## config.mk

```make
export PLATFORM = sky130hd
export DESIGN_NAME = calc_sequencer
export DESIGN_NICKNAME = d
export VERILOG_FILES = /design/src/rtl/calc_pkg.sv /design/src/rtl/calc_sequencer.sv
export SDC_FILE = /design/constraint.sdc
export NUM_CORES = 1
export LEC_CHECK = 0
export CORE_ASPECT_RATIO = 0.6
export CORE_MARGIN = 2
export CORE_UTILIZATION = 45
export CTS_BUF_LIST = sky130_fd_sc_hd__clkbuf_4 sky130_fd_sc_hd__clkbuf_8 sky130_fd_sc_hd__clkbuf_16
export DETAILED_ROUTE_END_ITERATION = 8
export PLACE_DENSITY = 0.86
export REMOVE_ABC_BUFFERS = 1
export SETUP_SLACK_MARGIN = 0.15
export SYNTH_ARGS = -nofsm -noshare
export SYNTH_HDL_FRONTEND = slang
export SYNTH_SLANG_ARGS = --single-unit
```

## constraint.sdc

```tcl
create_clock -name clk -period 2.08 [get_ports clk]
set_clock_uncertainty 0.2 [all_clocks]
set_input_delay 0.208 -clock clk [delete_from_list [all_inputs] [get_ports clk]]
set_output_delay 0.208 -clock clk [all_outputs]
set_load 0.05 [all_outputs]
```

## src/rtl/calc_pkg.sv

```systemverilog
// Shared types and constants for the calculator sequencer.
// State codes, opcode values and MUX1 select encodings.
package calc_pkg;

   typedef enum logic [3:0] {
      IDLE   = 4'd0,
      LOAD_A = 4'd1,
      LOAD_B = 4'd2,
      EXEC   = 4'd3,
      WAIT   = 4'd4,
      WB     = 4'd5,
      OUT    = 4'd6,
      DONE   = 4'd7,
      ERR    = 4'd8
   } state_t;

   localparam int OP_ADD        = 0;
   localparam int OP_SUB        = 1;
   localparam int OP_AND        = 2;
   localparam int OP_OR         = 3;
   localparam int OP_XOR        = 4;
   localparam int OP_LAST_LEGAL = 4;

   localparam logic [1:0] SEL_ALU  = 2'd0;
   localparam logic [1:0] SEL_IN_A = 2'd1;
   localparam logic [1:0] SEL_IN_B = 2'd2;

endpackage

```

## src/rtl/calc_sequencer.sv

```systemverilog
// Control unit: load A, load B, ALU op, writeback, display; one op per go.
// Ports: clk/rst, go/op/src_a/src_b/dst in; datapath controls, CS, done/busy/err out.
module calc_sequencer
   import calc_pkg::*;
#(
   parameter int ADDR_W  = 2,
   parameter int OP_W    = 3,
   parameter int ALU_LAT = 0
) (
   input  logic              clk,
   input  logic              rst,
   input  logic              go,
   input  logic [OP_W-1:0]   op,
   input  logic [ADDR_W-1:0] src_a,
   input  logic [ADDR_W-1:0] src_b,
   input  logic [ADDR_W-1:0] dst,
   output logic [1:0]        s1,
   output logic [ADDR_W-1:0] WA,
   output logic              WE,
   output logic [ADDR_W-1:0] RAA,
   output logic [ADDR_W-1:0] RAB,
   output logic              REA,
   output logic              REB,
   output logic [OP_W-1:0]   C,
   output logic              s2,
   output logic [3:0]        CS,
   output logic              done,
   output logic              busy,
   output logic              err
);

   // WAIT runs ALU_LAT cycles: counter starts at ALU_LAT-1, exits at 0.
   localparam logic [3:0] CNT_INIT =
      (ALU_LAT == 0) ? 4'd0 : 4'(ALU_LAT - 1);

   state_t            state;
   logic [OP_W-1:0]   op_q;
   logic [ADDR_W-1:0] src_a_q;
   logic [ADDR_W-1:0] src_b_q;
   logic [ADDR_W-1:0] dst_q;
   logic [3:0]        cnt;
   logic              legal;

   assign legal = (int'(op) <= OP_LAST_LEGAL);

   always_ff @(posedge clk) begin
      if (!rst) begin
         state   <= IDLE;
         op_q    <= '0;
         src_a_q <= '0;
         src_b_q <= '0;
         dst_q   <= '0;
         cnt     <= '0;
      end else begin
         unique case (state)
            IDLE: begin
               if (go) begin
                  op_q    <= op;
                  src_a_q <= src_a;
                  src_b_q <= src_b;
                  dst_q   <= dst;
                  state   <= legal ? LOAD_A : ERR;
               end
            end
            LOAD_A: state <= LOAD_B;
            LOAD_B: state <= EXEC;
            EXEC: begin
               cnt   <= CNT_INIT;
               state <= (ALU_LAT == 0) ? WB : WAIT;
            end
            WAIT: begin
               if (cnt == 4'd0) state <= WB;
               else cnt <= cnt - 4'd1;
            end
            WB:   state <= OUT;
            OUT:  state <= DONE;
            // Level handshake: go must drop before another start.
            DONE: if (!go) state <= IDLE;
            ERR:  if (!go) state <= IDLE;
            default: state <= IDLE;
         endcase
      end
   end

   always_comb begin
      s1   = SEL_ALU;
      WA   = '0;
      WE   = 1'b0;
      RAA  = '0;
      RAB  = '0;
      REA  = 1'b0;
      REB  = 1'b0;
      C    = '0;
      s2   = 1'b0;
      done = 1'b0;
      busy = 1'b0;
      err  = 1'b0;
      CS   = state;
      unique case (state)
         IDLE: ;
         LOAD_A: begin
            busy = 1'b1;
            s1   = SEL_IN_A;
            WA   = src_a_q;
            WE   = 1'b1;
         end
         LOAD_B: begin
            busy = 1'b1;
            s1   = SEL_IN_B;
            WA   = src_b_q;
            WE   = 1'b1;
         end
         EXEC, WAIT: begin
            busy = 1'b1;
            REA  = 1'b1;
            REB  = 1'b1;
            RAA  = src_a_q;
            RAB  = src_b_q;
            C    = op_q;
         end
         WB: begin
            busy = 1'b1;
            REA  = 1'b1;
            REB  = 1'b1;
            RAA  = src_a_q;
            RAB  = src_b_q;
            C    = op_q;
            s1   = SEL_ALU;
            WA   = dst_q;
            WE   = 1'b1;
         end
         OUT: begin
            busy = 1'b1;
            REA  = 1'b1;
            RAA  = dst_q;
            s2   = 1'b1;
         end
         DONE: begin
            REA  = 1'b1;
            RAA  = dst_q;
            s2   = 1'b1;
            done = 1'b1;
         end
         ERR: err = 1'b1;
         default: ;
      endcase
   end

endmodule

```

* Word-level counts from Yosys, hierarchy flattened
Cells that the tools add are included.
Cells by class: $add $sub $neg 1, $lt $le $gt $ge 1, equality and inequality tests 12, reductions and logical operators 12, mux-type cells 19
Operator list (count):
- $pmux 4 s8 | 1
- $mux 4 | 5
- $eq 4x3->1 const B | 4
- $eq 4x2->1 const B | 2
- $logic_not 4->1 | 2
- $ne 2x2->1 const B | 4
- $pmux 2 s2 | 2
- $pmux 4 s2 | 1
- $mux 1 | 7
- $pmux 2 s3 | 1
- $reduce_or 3->1 | 2
- $reduce_or 6->1 | 1
- $reduce_or 5->1 | 1
- $eq 4x1->1 const B | 1
- $eq 4x4->1 const B | 1
- $reduce_and 2->1 | 2
- $reduce_or 2->1 | 2
- $sub 4x1->4 const B | 1
- $le 3x3->1 const B | 1
- $mux 3 | 1
- $reduce_and 3->1 | 1
- $mux 2 | 1
- $reduce_bool 2->1 | 1
Word-level totals: input bits 12, register bits 17, output and inout port bits 22

* Longest topological paths before layout
Gate-level depths: netlist of the first run.
depth in word-level cells 4, depth in mapped cells 6, mapped depth without buffers 6

* Least setup slack after synthesis of the first run
No wires, ideal clock.
path kind flip-flop to output port, from reg state[0], in the netlist CS[0], to out s1[0], data arrival time 2.635 ns, required time 1.672 ns, cell stages (with the launch flop) 4, path slack -0.963 ns, cells stage by stage dfxtp_1 buf_6 buf_2 nor4b_1
Between the ends: cells in the longest elaborated chain, start to end 2, elaborated cells between the ends (all ways) 3, those cells by class 2 x eq/ne; 1 x mux
RTL lines:
- start, declared | RTL line calc_sequencer.sv:36 | state_t state;
- start signal, assigned | RTL line calc_sequencer.sv:62 | state <= legal ? LOAD_A : ERR;
- start signal, assigned | RTL line calc_sequencer.sv:69 | state <= (ALU_LAT == 0) ? WB : WAIT;
- $eq 4x2->1 or $eq 4x1->1 (tied branches) | RTL line calc_sequencer.sv:99 | unique case (state)
- $pmux 2 s2 * | RTL line calc_sequencer.sv:99
- end, declared | RTL line calc_sequencer.sv:17 | output logic [1:0] s1,
Every way passes the cells marked *; elsewhere a longest branch is shown, timed or not.

* Worst setup path in the final report of the first run
from reg state[1], in the netlist CS[1], to out WA[0]
Between the ends: cells in the longest elaborated chain, start to end 2, elaborated cells between the ends (all ways) 4, those cells by class 3 x eq/ne; 1 x mux
RTL lines:
- $eq 4x3->1 (tied with other cells) | RTL line calc_sequencer.sv:99
- $pmux 2 s3 * | RTL line calc_sequencer.sv:99
- end, declared | RTL line calc_sequencer.sv:18 | output logic [ADDR_W-1:0] WA,
Marks and branches as above.

==> results of run 1 <==
==> Yosys cell counts <==
| master | n |
|---|---|
| a211oi_1 | 1 |
| a21oi_1 | 5 |
| a22o_1 | 2 |
| a22oi_1 | 2 |
| a2bb2oi_1 | 1 |
| a32o_1 | 1 |
| a41oi_1 | 1 |
| and2_1 | 9 |
| and3_1 | 3 |
| buf_2 | 4 |
| buf_4 | 1 |
| buf_6 | 1 |
| clkbuf_1 | 2 |
| dfxtp_1 | 17 |
| ha_1 | 2 |
| inv_1 | 2 |
| inv_2 | 1 |
| mux2_2 | 1 |
| mux2i_1 | 9 |
| nand2_1 | 3 |
| nand2_2 | 1 |
| nand2b_1 | 1 |
| nand3_1 | 4 |
| nand3b_1 | 1 |
| nand4_1 | 2 |
| nor2_1 | 13 |
| nor2_4 | 1 |
| nor2b_1 | 14 |
| nor3_1 | 3 |
| nor3_2 | 1 |
| nor4b_1 | 1 |
| nor4b_4 | 1 |
| o2111a_1 | 1 |
| o21a_1 | 2 |
| o21ai_0 | 2 |
| o21ai_1 | 2 |
| or3b_1 | 1 |
| xor2_1 | 2 |
==> final cells by class <==
| type | count | area share [%] |
|---|---|---|
| Inverter | 3 | 0.631 |
| Sequential cell | 17 | 19.8 |
| Timing Repair Buffer | 49 | 35.2 |
| Clock inverter | 1 | 0.280 |
| Multi-Input combinational cell | 93 | 39.7 |
| Tap cell | 30 | 2.10 |
| Clock buffer | 3 | 2.31 |
==> what timing repair did <==
| item | in CTS | in global routing |
|---|---|---|
| setup buffers | 7 | 1 |
| pin swaps | 4 | 3 |
| gates resized for setup | 19 | 11 |
| endpoints found under the setup margin | 13 | 14 |
==> state kept, by name, indices dropped and copies added (netlist names) <==
signal	cells
CS	4
cnt	4
dst_q	2
op_q	3
src_a_q	2
src_b_q	2
==> report_power, final <==
part | internal (W) | switching [W]
combinational | 0.000207 | 0.000247
sequential | 0.000350 | 0.0000328
clock | 0.000134 | 0.000134
total | 0.000691 | 0.000414
==> metal layers <==
metal | share of wire [%] | up-vias | GRT usage (%) | wire length, um
met5 | 0 | - | 0 | 0
met4 | 4.7 | 0 | 18.8 | 181
met3 | 7.8 | 24 | 8.79 | 301
met2 | 48 | 82 | 56.1 | 1840
met1 | 40 | 552 | 30.9 | 1520
li1 | - | 511 | - | -
==> worst max-delay path, stage by stage (launching register included) <==
cell	delay (ps)
dfxtp_4	410
buf_4	160
nor2b_2	50
a22o_1	230
a22oi_1	210
nor2_1	110
buf_12	160
==> kinds of logic after synthesis <==
group / Yosys count / share of synthesized area, %
simple gates: 59 / 34.1
compound gates: 20 / 13.4
flops: 17 / 32.9
buf+inv: 11 / 5.57
mux: 10 / 9.81
xor+xnor: 2 / 1.70
fa+ha+maj: 2 / 2.42
==> worst paths after layout <==
| kind | slack [ps] | end | startpoint | cells after the start |
|---|---|---|---|---|
| max reg2reg | 250 | src_b_q[0]$_SDFFE_PN0P_ | CS[1]$_SDFFE_PN0P_ | 7 |
| min | 330 | cnt[3]$_SDFFE_PN0P_ | cnt[3]$_SDFFE_PN0P_ | 2 |
| max | 90 | WA[0] | CS[1]$_SDFFE_PN0P_ | 6 |
| min reg2reg | 330 | cnt[3]$_SDFFE_PN0P_ | cnt[3]$_SDFFE_PN0P_ | 2 |
==> stage by stage <==
step / cell area [um^2] / power (W) / TNS, ps / worst slack [ps]
floorplan: 987 / 0.000592 / -6510 / -921
global placement: 1590 / 0.000768 / 0 / 239
detailed placement: 1590 / 0.000780 / 0 / 149
CTS: 1740 / 0.00107 / 0 / 134
global route: 1790 / 0.00114 / 0 / 45.2
finish: 1790 / 0.00110 / 0 / 90.6
==> metrics.cfg, run 1 <==
[clock_network]
clk_latency_ps=270
cts_buffers=3
h-tree-depth=1
clockBufferDepth=2
cts_sinks=17
clk_pin_slew_worst_paths_ps=70
postCtsHoldBufs=0
clockRootBuffer=clkbuf_8
cts_tree=yes

[final_layout]
drive_gt1_share_pct=41.6
fin_nets=181
finalNonFillerCells=196
regArea_um2=353
n_fill_cell=109
final_cell_mix=18 x buf_12, 18 x buf_4, 13 x dfxtp_1
multi_input_area_um2=709
n_antenna_cell=0
final_util_pct=82.5
area_growth_pct=72.8

[sta]
holdWs_ps=333
final.min_clock_period_ps=1990
fmax_ghz=0.503
setup_viol=0
min_period_over_period_pct=95.6
worstMarginPinSlew_ps=407
final-hold-violation-count=0
drv_slew=0
rsz0062_at_grt=true
relSlewSlack_pct=72.6

[critical_path]
critical_path.max_fanout=8
startpoint_type=flop
path_class=flop to primary output
cp_data_required_time_ps=1670
cp-end-kind=primary output
cp.arrival_ps=1580

[grt]
antenna_found_initial=0
gr-total-overflow=0
grt_pass1_vias=1134
grt_pass1_wl_um=5550
grt_use_total_pct=29.7
grt_start_max_net_pins=14

[power_and_ir_drop]
leakage_nw=0.766
ir_drop_mv=0.485
p_per_area_nw_per_um2=619

[detailed_routing]
drt_iter0_markers=76
avgRoutedWirePerCell_um=19.6
vias=1169
via_per_inst=5.96
first_pass_iters=4
totalWireLength_um=3850
drcViolationCount=0
ant_nets=0

[synthesis]
synth_area_leaders=dfxtp_1 33%, mux2i_1 8.7%, nor2b_1 8.5%
ys_warn_count=0
synth_area_um2=1030
avgSynthCellArea_um2=8.54
synth_area_leader_cell=dfxtp_1
ys_types=38
ys_seq_area_share_pct=32.9
ys_ff_latch=17
syn_inst=121
yosysTopAreaCellShare_pct=32.9

[floorplanning]
die-area_um2=2710
dieWidth_um=65.9
pin_count=34
die_y_um=41.1
coreArea_um2=2160
start_util_pct=47.8
row_count=13

[hold_path]
hold_path_class=flop to flop

[place]
place_congestion=0.823
io_buffers=33
dp.cells=184
place_hpwl_um=2160

[outcome]
status=complete, no violations

[run]
maxCapViolations=0

(Power assumes the default switching activity.)
==> run 2: changes to the inputs <==
==> constraint.sdc (replaced) <==
create_clock -name clk -period 1.9 [get_ports clk]
set_clock_uncertainty 0.2 [all_clocks]
set_input_delay 0.19 -clock clk [delete_from_list [all_inputs] [get_ports clk]]
set_output_delay 0.19 -clock clk [all_outputs]
set_load 0.05 [all_outputs]
==> metrics.cfg, run 2 (synthesized netlist as in run 1, its figures left out) <==
[critical_path]
cp_cell_sequence=buf_6 > nand2_1 > nor2_2 > a22oi_1 > nor2_2 > buf_12  ; was buf_4 > nor2b_2 > a22o_1 > a22oi_1 > nor2_1 > buf_12
rr_endpoint=src_b_q[1]$_SDFFE_PN0P_  ; was src_b_q[0]$_SDFFE_PN0P_
cp-end-kind=primary output  ; unchanged
critPathTopFamily=simple AND/OR/NAND/NOR gates  ; was compound AO/OA/AOI/OAI gates
cp.arrival_ps=1620  ; was 1580 ps
rrSetupSlack_ps=-40  ; was 250 ps
crit_path_frequent_cell=nor2_2
worstRegToRegCells=6  ; was 7
r2r-start=CS[2]$_SDFFE_PN0P_  ; was CS[1]$_SDFFE_PN0P_
cp.depth=6  ; unchanged
critical_path.max_fanout=16  ; was 8
cp_slowest_stage_delay_ps=410  ; about the same
path_class=flop to primary output  ; unchanged
critPathLaunch=CS[2]$_SDFFE_PN0P_  ; was CS[1]$_SDFFE_PN0P_
cpMaxStageDelayCell=dfxtp_1  ; was dfxtp_4
crit_end=WA[0]  ; unchanged
cp_data_required_time_ps=1510  ; was 1670 ps
startpoint_type=flop  ; unchanged
crit_buf_inv=2  ; unchanged

[floorplanning]
pin_count=34  ; unchanged
row_count=13  ; unchanged
die_y_um=41.1  ; unchanged
start_util_pct=47.8  ; unchanged
die-area_um2=2710  ; unchanged
coreArea_um2=2160  ; unchanged
dieWidth_um=65.9  ; unchanged

[run]
maxCapViolations=0  ; unchanged

[final_layout]
n_fill_cell=96  ; was 109
area_growth_pct=84.4  ; was 72.8%
final_cell_mix=23 x buf_12, 15 x dfxtp_1, 13 x buf_4  ; was 18 x buf_12, 18 x buf_4, 13 x dfxtp_1
final_common_cell=buf_12
fin_nets=183  ; was 181
drive_gt1_share_pct=42.9  ; was 41.6%
n_antenna_cell=0  ; unchanged

[outcome]
status=finished with violations  ; was complete, no violations
violations=negative setup slack

[detailed_routing]
avgRoutedWirePerCell_um=21.3  ; was 19.6 um
drcViolationCount=0  ; unchanged
drt_iter0_markers=94  ; was 76
via_per_inst=5.82  ; was 5.96
vias=1152  ; was 1,169
totalWireLength_um=4210  ; was 3850 um
first_pass_iters=4  ; unchanged
ant_nets=0  ; unchanged

[sta]
relSlewSlack_pct=74.4  ; was 72.6%
final-hold-violation-count=0  ; unchanged
final.setup.tns_ps=-697  ; was 0 ps
rsz0062_at_grt=true  ; unchanged
fin_ws_ps=-106  ; was 90.6 ps
worstMarginPinSlew_ps=380  ; was 407 ps
min_period_over_period_pct=106
setup_viol=12  ; was 0
final.min_clock_period_ps=2010
drv_slew=0  ; unchanged
fmax_ghz=0.499

[clock_network]
cts_buffers=3  ; unchanged
clockBufferDepth=2  ; unchanged
cts_tree=yes  ; unchanged
clk_pin_slew_worst_paths_ps=70  ; about the same
postCtsHoldBufs=0  ; unchanged
cts_sinks=17  ; unchanged
clockRootBuffer=clkbuf_8  ; unchanged
clk_latency_ps=260  ; was 270 ps
h-tree-depth=1  ; unchanged

[grt]
gr-usage-met2_pct=56.3  ; was 56.1%
gr-usage-met3_pct=7.42  ; was 8.79%
grt_pass1_vias=1077  ; was 1,134
antenna_found_initial=0  ; unchanged
busiest_layer=met2  ; unchanged
grt_use_total_pct=28.8  ; was 29.7%
grt_start_max_net_pins=17  ; was 14
use_met1_pct=31.2  ; was 30.9%
grt_pass1_wl_um=5470  ; was 5550 um
gr-total-overflow=0  ; unchanged

[hold_path]
hold_path_class=flop to flop  ; unchanged

[power_and_ir_drop]
p_per_area_nw_per_um2=662  ; was 619 nW/um^2
leakage_nw=0.792  ; was 0.766 nW
ir_drop_mv=0.621  ; was 0.485 mV
p_total_w=0.00126  ; was 0.00110 W

[place]
dp_slack_ps=62.4  ; was 149 ps
place_hpwl_um=2240  ; was 2160 um
place_congestion=0.917  ; was 0.823
io_buffers=33  ; unchanged

[run 2: changes by cell type in the layout (fill, tap and decap cells not counted), moves of 2 or more]
cell     change
and2_1       +2
and3_4       +3
buf_4        -5
nor2b_4      +2
buf_12       +5
buf_6        +2
and3_1       -3
nor2_2       +2
dfxtp_1      +2
nor2b_2      -3
and2_4       -2
[run 2: tightest hold or removal path, cell delays in order, from the launching register on]
cell and delay [ps]:
dfxtp_1 330, mux2i_1 70, nor2b_1 100
[run 2: how the worst min path moves through the flow]
| stage | startpoint | to | slack [ps] | cells after the start |
|---|---|---|---|---|
| final | op_q[2]$_SDFFE_PN0P_ | op_q[2]$_SDFFE_PN0P_ | 340 | 2 |
| after global placement | cnt[3]$_SDFFE_PN0P_ | cnt[3]$_SDFFE_PN0P_ | 290 | 2 |
| after floorplan | rst | cnt[1]$_SDFFE_PN0P_ | 110 | 1 |
| after detailed placement | op_q[2]$_SDFFE_PN0P_ | op_q[2]$_SDFFE_PN0P_ | 310 | 2 |
| after CTS | op_q[2]$_SDFFE_PN0P_ | op_q[2]$_SDFFE_PN0P_ | 330 | 2 |
| after global routing | op_q[2]$_SDFFE_PN0P_ | op_q[2]$_SDFFE_PN0P_ | 350 | 2 |
[run 2: layout make-up]
type / instances / area, um^2 / share of cell area (%)
Timing Repair Buffer: 51 / 713 / 37.4
Sequential cell: 17 / 348 / 18.3
Clock buffer: 3 / 41.3 / 2.17
Multi-Input combinational cell: 93 / 749 / 39.3
Inverter: 3 / 11.3 / 0.591
Clock inverter: 1 / 5.00 / 0.263
Tap cell: 30 / 37.5 / 1.97
[run 2: what timing repair did]
action / in CTS / in global routing
pin swaps: 4 / 7
setup endpoints to repair: 18 / 29
gates resized for setup: 23 / 15
setup buffers: 4 / 5
[run 2: through the flow]
stage | cells | util [%] | hold WS, ps | cell area (um^2)
4_1_cts | 193 | 83.5 | 327 | 1810
5_1_grt | 198 | 88.1 | 354 | 1910
2_1_floorplan | 113 | - | 107 | 987
3_5_place_dp | 185 | 75.9 | 311 | 1640
3_3_place_gp | 185 | 75.9 | 293 | 1640
6_report | 198 | 88.1 | 338 | 1910
[run 2: report_power, final]
part,switching (W),internal (W)
combinational,0.000296,0.000267
clock,0.000137,0.000146
sequential,0.0000324,0.000383
total,0.000465,0.000796
[run 2: routing by layer]
layer	up-vias	share of wire (%)	wire, um
li1	516	-	-
met1	559	41	1730
met2	67	49	2050
met3	10	8.3	349
met4	0	1.9	78
met5	-	0	0
